==> src/rtl/mem_port_arbiter.sv <==
// -----------------------------------------------------------------------------
// mem_port_arbiter
//
// Shares one single-ported synchronous memory between the instruction-fetch
// port (IF) and the load/store data port (DM) of the pipelined core.
// At most one memory command is issued per cycle. Read data comes back from
// the memory one cycle after the command and is routed to whichever port
// issued that read.
//
// Arbitration:
//   - DM normally wins.
//   - IF wins whenever the starvation counter has reached STARVE_LIMIT.
//   - A halted core (halt = 1) gets no fetch grants; DM traffic is unaffected.
//
// Handshake: a requester raises req with a stable payload and holds both
// until it sees gnt high in the same cycle. A grant is combinational and
// means the command is presented to the memory in that cycle. A read grant
// is followed by rvalid/rdata exactly one cycle later; a write grant
// completes in its own cycle and produces no rvalid.
//
// Ports:
//   clk1, rst_n                 clock, asynchronous active-low reset
//   halt                        core halted: block fetch grants
//   if_req/if_addr              fetch request and word address
//   if_gnt/if_rvalid/if_rdata   fetch grant and returned data
//   dm_req/dm_we/dm_addr/dm_wdata  load/store request
//   dm_gnt/dm_rvalid/dm_rdata   data grant and returned load data
//   mem_en/mem_we/mem_addr/mem_wdata/mem_rdata  memory command/data port
//   conflict_cnt                saturating count of cycles both ports wanted
//                               the memory
// -----------------------------------------------------------------------------
module mem_port_arbiter #(
    parameter int ADDR_W       = 10,
    parameter int DATA_W       = 32,
    parameter int STARVE_LIMIT = 4,
    parameter int CNT_W        = 16
) (
    input  logic              clk1,
    input  logic              rst_n,
    input  logic              halt,

    input  logic              if_req,
    input  logic [ADDR_W-1:0] if_addr,
    output logic              if_gnt,
    output logic              if_rvalid,
    output logic [DATA_W-1:0] if_rdata,

    input  logic              dm_req,
    input  logic              dm_we,
    input  logic [ADDR_W-1:0] dm_addr,
    input  logic [DATA_W-1:0] dm_wdata,
    output logic              dm_gnt,
    output logic              dm_rvalid,
    output logic [DATA_W-1:0] dm_rdata,

    output logic              mem_en,
    output logic              mem_we,
    output logic [ADDR_W-1:0] mem_addr,
    output logic [DATA_W-1:0] mem_wdata,
    input  logic [DATA_W-1:0] mem_rdata,

    output logic [CNT_W-1:0]  conflict_cnt
);

    localparam int SC_W = $clog2(STARVE_LIMIT + 1);
    localparam logic [SC_W-1:0] STARVE_MAX = SC_W'(STARVE_LIMIT);

    // Which port owns the read data returning this cycle.
    typedef enum logic [1:0] {
        ST_IDLE  = 2'd0,
        ST_RD_IF = 2'd1,
        ST_RD_DM = 2'd2
    } rd_state_e;

    rd_state_e        state_q, state_d;
    logic [SC_W-1:0]  starve_q, starve_d;
    logic [CNT_W-1:0] conflict_q, conflict_d;

    logic if_eff;
    logic starve_hit;
    logic if_win;
    logic dm_win;

    // -------------------------------------------------------------------------
    // Arbitration. Grants are qualified by rst_n so that nothing reaches the
    // memory while reset is held, even though the requests themselves are
    // free to be high.
    // -------------------------------------------------------------------------
    always_comb begin
        if_eff     = if_req & ~halt;
        starve_hit = (starve_q == STARVE_MAX);
        if_win     = rst_n & if_eff & (starve_hit | ~dm_req);
        dm_win     = rst_n & dm_req & ~if_win;
    end

    assign if_gnt = if_win;
    assign dm_gnt = dm_win;

    // -------------------------------------------------------------------------
    // Memory command drive. The address follows the winner; write data is
    // only meaningful for DM and is zeroed otherwise.
    // -------------------------------------------------------------------------
    always_comb begin
        mem_en    = if_win | dm_win;
        mem_we    = dm_win & dm_we;
        mem_addr  = '0;
        mem_wdata = '0;
        if (if_win) begin
            mem_addr = if_addr;
        end else if (dm_win) begin
            mem_addr  = dm_addr;
            mem_wdata = dm_wdata;
        end
    end

    // -------------------------------------------------------------------------
    // Read-tracking FSM: the state simply remembers who issued a read in the
    // previous cycle, so every state can go to every other state.
    // -------------------------------------------------------------------------
    always_comb begin
        state_d = ST_IDLE;
        if (if_win) begin
            state_d = ST_RD_IF;
        end else if (dm_win && !dm_we) begin
            state_d = ST_RD_DM;
        end
    end

    always_ff @(posedge clk1 or negedge rst_n) begin
        if (!rst_n) begin
            state_q <= ST_IDLE;
        end else begin
            state_q <= state_d;
        end
    end

    assign if_rvalid = (state_q == ST_RD_IF);
    assign dm_rvalid = (state_q == ST_RD_DM);
    assign if_rdata  = if_rvalid ? mem_rdata : '0;
    assign dm_rdata  = dm_rvalid ? mem_rdata : '0;

    // -------------------------------------------------------------------------
    // Starvation counter: counts consecutive cycles an unhalted fetch was
    // refused. A halted core is not being starved, so halt clears it.
    // -------------------------------------------------------------------------
    always_comb begin
        starve_d = starve_q;
        if (if_win || halt) begin
            starve_d = '0;
        end else if (if_req && !starve_hit) begin
            starve_d = starve_q + SC_W'(1);
        end
    end

    always_ff @(posedge clk1 or negedge rst_n) begin
        if (!rst_n) begin
            starve_q <= '0;
        end else begin
            starve_q <= starve_d;
        end
    end

    // -------------------------------------------------------------------------
    // Conflict counter: cycles where both ports competed; sticks at all-ones.
    // -------------------------------------------------------------------------
    always_comb begin
        conflict_d = conflict_q;
        if (if_eff && dm_req && (conflict_q != {CNT_W{1'b1}})) begin
            conflict_d = conflict_q + CNT_W'(1);
        end
    end

    always_ff @(posedge clk1 or negedge rst_n) begin
        if (!rst_n) begin
            conflict_q <= '0;
        end else begin
            conflict_q <= conflict_d;
        end
    end

    assign conflict_cnt = conflict_q;

endmodule

==> config.mk <==
export PLATFORM = sky130hd
export DESIGN_NAME = mem_port_arbiter
export DESIGN_NICKNAME = d
export VERILOG_FILES = /design/src/rtl/mem_port_arbiter.sv
export SDC_FILE = /design/constraint.sdc
export NUM_CORES = 1
export LEC_CHECK = 0
export ABC_AREA = 1
export CAP_MARGIN = 20
export CORE_MARGIN = 10
export CORE_UTILIZATION = 32
export DETAILED_ROUTE_END_ITERATION = 6
export HOLD_SLACK_MARGIN = 0.1
export PLACE_DENSITY = 0.95
export SYNTH_ARGS = -nofsm -noshare
export SYNTH_HDL_FRONTEND = slang
export SYNTH_SLANG_ARGS = --single-unit
==> constraint.sdc <==
create_clock -name clk1 -period 3.99 [get_ports clk1]
set_input_delay 0.399 -clock clk1 [delete_from_list [all_inputs] [get_ports clk1]]
set_output_delay 0.399 -clock clk1 [all_outputs]
set_load 0.005 [all_outputs]
### Word-level counts from Yosys, hierarchy flattened

Index checks and enable logic that the tools add are counted.

| cells by class | value |
|---|---|
| $add $sub $neg | 2 |
| $mul | 0 |
| divide/modulo/power cells | 0 |
| order comparisons | 0 |
| equal/unequal tests | 4 |
| shift operators | 0 |
| muxes and demuxes | 10 |
| bitwise operators | 11 |
| reductions and logical operators | 8 |

Operator list:

| operator | count |
|---|---|
| two-way mux 32 bit | 4 |
| two-way mux 10 bit | 2 |
| adder 16 x 1 -> 16 bit, second input constant | 1 |
| != test 16 bit, second input constant | 1 |
| bitwise AND 1 bit | 6 |
| two-way mux 3 bit | 2 |
| logical AND 1 bit | 4 |
| two-way mux 2 bit | 2 |
| adder 3 x 1 -> 3 bit, second input constant | 1 |
| == test 3 bit, second input constant | 1 |
| NOT 1 bit | 3 |
| == test 2 x 1 -> 1 bit, second input constant | 1 |
| == test 2 bit, second input constant | 1 |
| zero test 1 bit | 2 |
| bitwise OR 1 bit | 2 |
| nonzero test 2 bit | 1 |
| logical OR 1 bit | 1 |

| storage, ports and cells | value |
|---|---|
| register bits after elaboration | 21 |
| bits in latches | 0 |
| memory bits (writable) | 0 |
| memory bits (read-only) | 0 |
| input port bits | 90 |
| output and inout bits | 128 |
| logic and storage cells | 38 |
| memories | 0 |

### Depth between registers and ports, before layout

| logic depth | value |
|---|---|
| word-level depth | 9 |
| depth in mapped cells | 10 |
| mapped depth without buffers | 9 |

### Worst setup path before layout

Ideal clock, no wire load.

| timing | value |
|---|---|
| path type | register to output |
| start | register starve_q[0] |
| end | output mem_addr[0] |
| data arrival time | 1326 ps |
| required time | 3591 ps |
| setup slack | 2265 ps |
| stages on the path, launching flop included | 11 |
| buffers on the path | 1 |
| path through | dfrtp_1 > inv_1 > ha_1 > nand2_1 > nand2_1 > nand2_1 > nand3_2 > inv_2 > buf_2 > nand2_1 > nand2_1 |

| on the way | value |
|---|---|
| word-level cells in the longest chain between the ends | 7 |

RTL lines:

| item | line | source |
|---|---|---|
| from (decl) | 76 | `logic [SC_W-1:0] starve_q, starve_d;` |
| from (signal assigned) | 159 | `starve_q <= starve_d;` |
| == test 3 bit | 91 | `starve_hit = (starve_q == STARVE_MAX);` |
| bitwise OR 1 bit | 92 | `if_win = rst_n & if_eff & (starve_hit \| ~dm_req);` |
| bitwise AND 1 bit | 92 |  |
| NOT 1 bit | 93 | `dm_win = rst_n & dm_req & ~if_win;` |
| bitwise AND 1 bit | 93 |  |
| net dm_gnt | 52 | `output logic dm_gnt,` |
| two-way mux 10 bit | 110 | `end else if (dm_win) begin` |
| two-way mux 10 bit | 108 | `if (if_win) begin` |
| to (decl) | 58 | `output logic [ADDR_W-1:0] mem_addr,` |

The timed path passes the listed nets, and every way through them passes these cells.

### Worst setup path after layout

| timing | value |
|---|---|
| start | input if_req |
| end | output mem_addr[6] |

| on the way | value |
|---|---|
| word-level cells in the longest chain between the ends | 7 |

RTL lines:

| item | line | source |
|---|---|---|
| from (decl) | 42 | `input logic if_req,` |
| bitwise AND 1 bit * | 90 | `if_eff = if_req & ~halt;` |
| bitwise AND 1 bit * (2 in series) | 92 |  |
| NOT 1 bit | 93 |  |
| bitwise AND 1 bit | 93 |  |
| two-way mux 10 bit | 110 |  |
| two-way mux 10 bit * | 108 |  |

Mark *: on every way between the ends. The rest lies on a longest branch, timed or not.

==> reports/metrics.cfg <==
[yosys]
ys_seq_elements = 21
synth_area_leader_cell = dfrtp_1
synth_top_area_share_pct = 25.1
synth-adder-area-share_pct = 1.79
synth_compound_area_share_pct = 0.478
synthMuxAreaShare_pct = 0
ys_seq_area_share_pct = 25.1
yosysWarnings = 0
synth_cell_types = 22
syn-num-nets = 482
synthSimpleGateAreaFrac_pct = 50.7
synth_top_family_by_area = simple AND/OR/NAND/NOR gates
yosys-top-cells-area = dfrtp_1 (25%), nor2_1 (21%), nand2_1 (20%), inv_1 (15%), nand3_1 (3.1%)
syn_inst = 389
synth-xor-area-share_pct = 3.34
synth_area_sq_um = 2100
synth.avg_cell_area_sq_um = 5.39

[drt]
wirelength_mm = 11.4
wl_per_cell_microns = 16.8
drc_errors = 0
dr.pass1.iters = 5
ant_nets = 0
drt_iter0_drc = 148
vias = 3063
viasPerCell = 4.54

[worst_setup_path]
cpMostUsedCell = nand2_1
crit_type = in2out
crit_family = buffers and inverters
crit_buf_inv = 3
cpPeakStageDelay_ns = 0.51
rr_startpoint = conflict_cnt[0]$_DFFE_PN0P_
reg2reg_slack_ns = 2.03
cp_cell_sequence = clkdlybuf4s50_1 > nand2_1 > nor2_1 > nand2_1 > nand3_2 > inv_2 > nand2_1 > nand2_1 > clkdlybuf4s50_1
reg2regPathDepth = 8
end_kind = output pin
required_ns = 3.59
regToRegEndpoint = conflict_cnt[10]$_DFFE_PN0P_
crit_slowest_cell = nand3_2
start_kind = input port
critical_path.max_fanout = 35
worstPathArrival_ns = 2.83
critPathLaunch = if_req

[timing]
fmax_mhz = 309
fin_setup_tns_ns = 0
post-route-period-util_pct = 81.0
drv_slew = 0
setup_viol = 0
tightest_slew_ns = 1.03
fin_crit_ns = 3.23
maxSlewHeadroom_pct = 31.3
fin_skew_ns = 0.00937
hold_viol_final = 0
rsz0062_at_grt = false
hold_ws_ns = 0.535
fin_ws_ns = 0.756

[min_path]
hold_end = conflict_cnt[15]$_DFFE_PN0P_
hold_class = reg2reg
holdPathStages = 2
worstHoldStart = conflict_cnt[15]$_DFFE_PN0P_

[cells_and_area]
design_area_sq_um = 4340
final_nets = 692
drive_above_1_share_pct = 2.34
synthToLayoutAreaGrowth_pct = 107
antennaDiodeCount = 0

[clock_tree]
cts.sinks = 21
insertion_delay_ns = 0.26
cts_tree = built
clk_pin_slew_ns = 0.08
h-tree-depth = 1
cts_setup_buffers = 0
clock-root-buffer = clkbuf_8
cts_buffer_depth = 2
numCtsBuffers = 3
cts_hold_buf = 0
cts_resized = 0

[grt]
grt_usage_pct = 19.8
grt_pass1_wl_mm = 16.5
antenna_found_initial = 0
grt_pass1_vias = 3012
gr-total-overflow = 0
grt_max_degree = 36

[status]
status = completed

[placement]
port_buffers = 217
hpwl_mm = 9.73
place_congestion = 0.876
pre_cts_slack_ns = 0.779
placed_area_sq_um = 4300

[power_and_ir_drop]
p_leak_uw = 0.00212
vdd_drop_max_mv = 0.250
power_density_nw_per_um2 = 166

[die]
die-area_sq_um = 10200
coreArea_sq_um = 6350
die_x_microns = 101
initial_core_util_pct = 33.0
io_pins = 218
rows = 29
fp.dieH_microns = 101

[flow_run]
max_cap_viol_count = 0

per-layer routing:
layer,vias to the layer above,part of all wire (%),track usage [%]
li1,1530,-,-
met1,1359,37,22.0
met2,159,51,36.0
met3,15,10,6.72
met4,0,1.3,3.11
met5,-,0,0
synthesized netlist by cell type:
| library cell | count |
|---|---|
| xor2_1 | 5 |
| nand2_2 | 1 |
| nor2_1 | 118 |
| buf_8 | 1 |
| nor2_2 | 2 |
| ha_1 | 3 |
| xnor2_1 | 3 |
| inv_2 | 1 |
| a21oi_1 | 2 |
| nand2_4 | 1 |
| nand3_1 | 13 |
| buf_2 | 5 |
| nand4_4 | 1 |
| buf_6 | 1 |
| clkbuf_1 | 6 |
| nand4_1 | 4 |
| nand3_2 | 1 |
| inv_1 | 83 |
| nor2_4 | 3 |
| nand3b_1 | 2 |
| dfrtp_1 | 21 |
| nand2_1 | 112 |
registers in the layout (all words and copies together), names as in the netlist:
| register | cells |
|---|---|
| conflict_cnt | 16 |
| state_q | 2 |
| starve_q | 3 |
per-stage QoR:
step,power [uW],utilization [%],std cells
2_1_floorplan,362,-,389
3_3_place_gp,572,67.7,671
3_5_place_dp,582,67.7,671
4_1_cts,725,68.4,675
5_1_grt,767,68.4,675
6_report,721,68.4,675
kinds of logic (layout without fill, tap and decap cells):
family | count (synthesis) | after routing
XOR/XNOR | 8 | 8
adder cells (fa/ha/maj) | 3 | 3
AO/OA/AOI/OAI | 2 | 2
buffers and inverters | 97 | 306
flip-flops | 21 | 21
AND/OR/NAND/NOR | 258 | 258
report_power, final:
group / switching (uW) / internal, uW / total [uW] / leakage [uW]
sequential: 29.2 / 231 / 260 / 0.000287
clock: 70.4 / 71.1 / 142 / 0.0000228
combinational: 125 / 194 / 319 / 0.00181
total: 225 / 496 / 721 / 0.00212
layout make-up:
cell class	instances	area, sq um
Multi-Input combinational cell	271	1180
Fill cell	513	2010
Clock buffer	4	45.0
Tap cell	77	96.3
Sequential cell	21	526
Inverter	84	315
Timing Repair Buffer	218	2180
cell usage in the layout (no fill, tap or decap), types with 3 or more instances in the layout:
cell and n:
clkdlybuf4s50_1 217, clkbuf_8 3, dfrtp_1 21, nor2_1 118, xor2_1 5, nand2_1 112
xnor2_1 3, nand4_1 4, nor2_4 3, ha_1 3, nand3_1 13, inv_1 83
tightest hold or removal path, delay by kind of cell (launching register included):
family	cells	cell delay, ns
flip-flops	1	0.40
AND/OR/NAND/NOR	2	0.11
worst max path at each step:
stage,to,slack [ns],cells after the start
after floorplan,mem_addr[0],2.27,10
after global placement,mem_addr[6],0.91,9
after detailed placement,mem_addr[6],0.78,9
after CTS,mem_addr[6],0.77,9
after global routing,mem_addr[6],0.60,10
final,mem_addr[6],0.76,9
(Power assumes the default switching activity.)
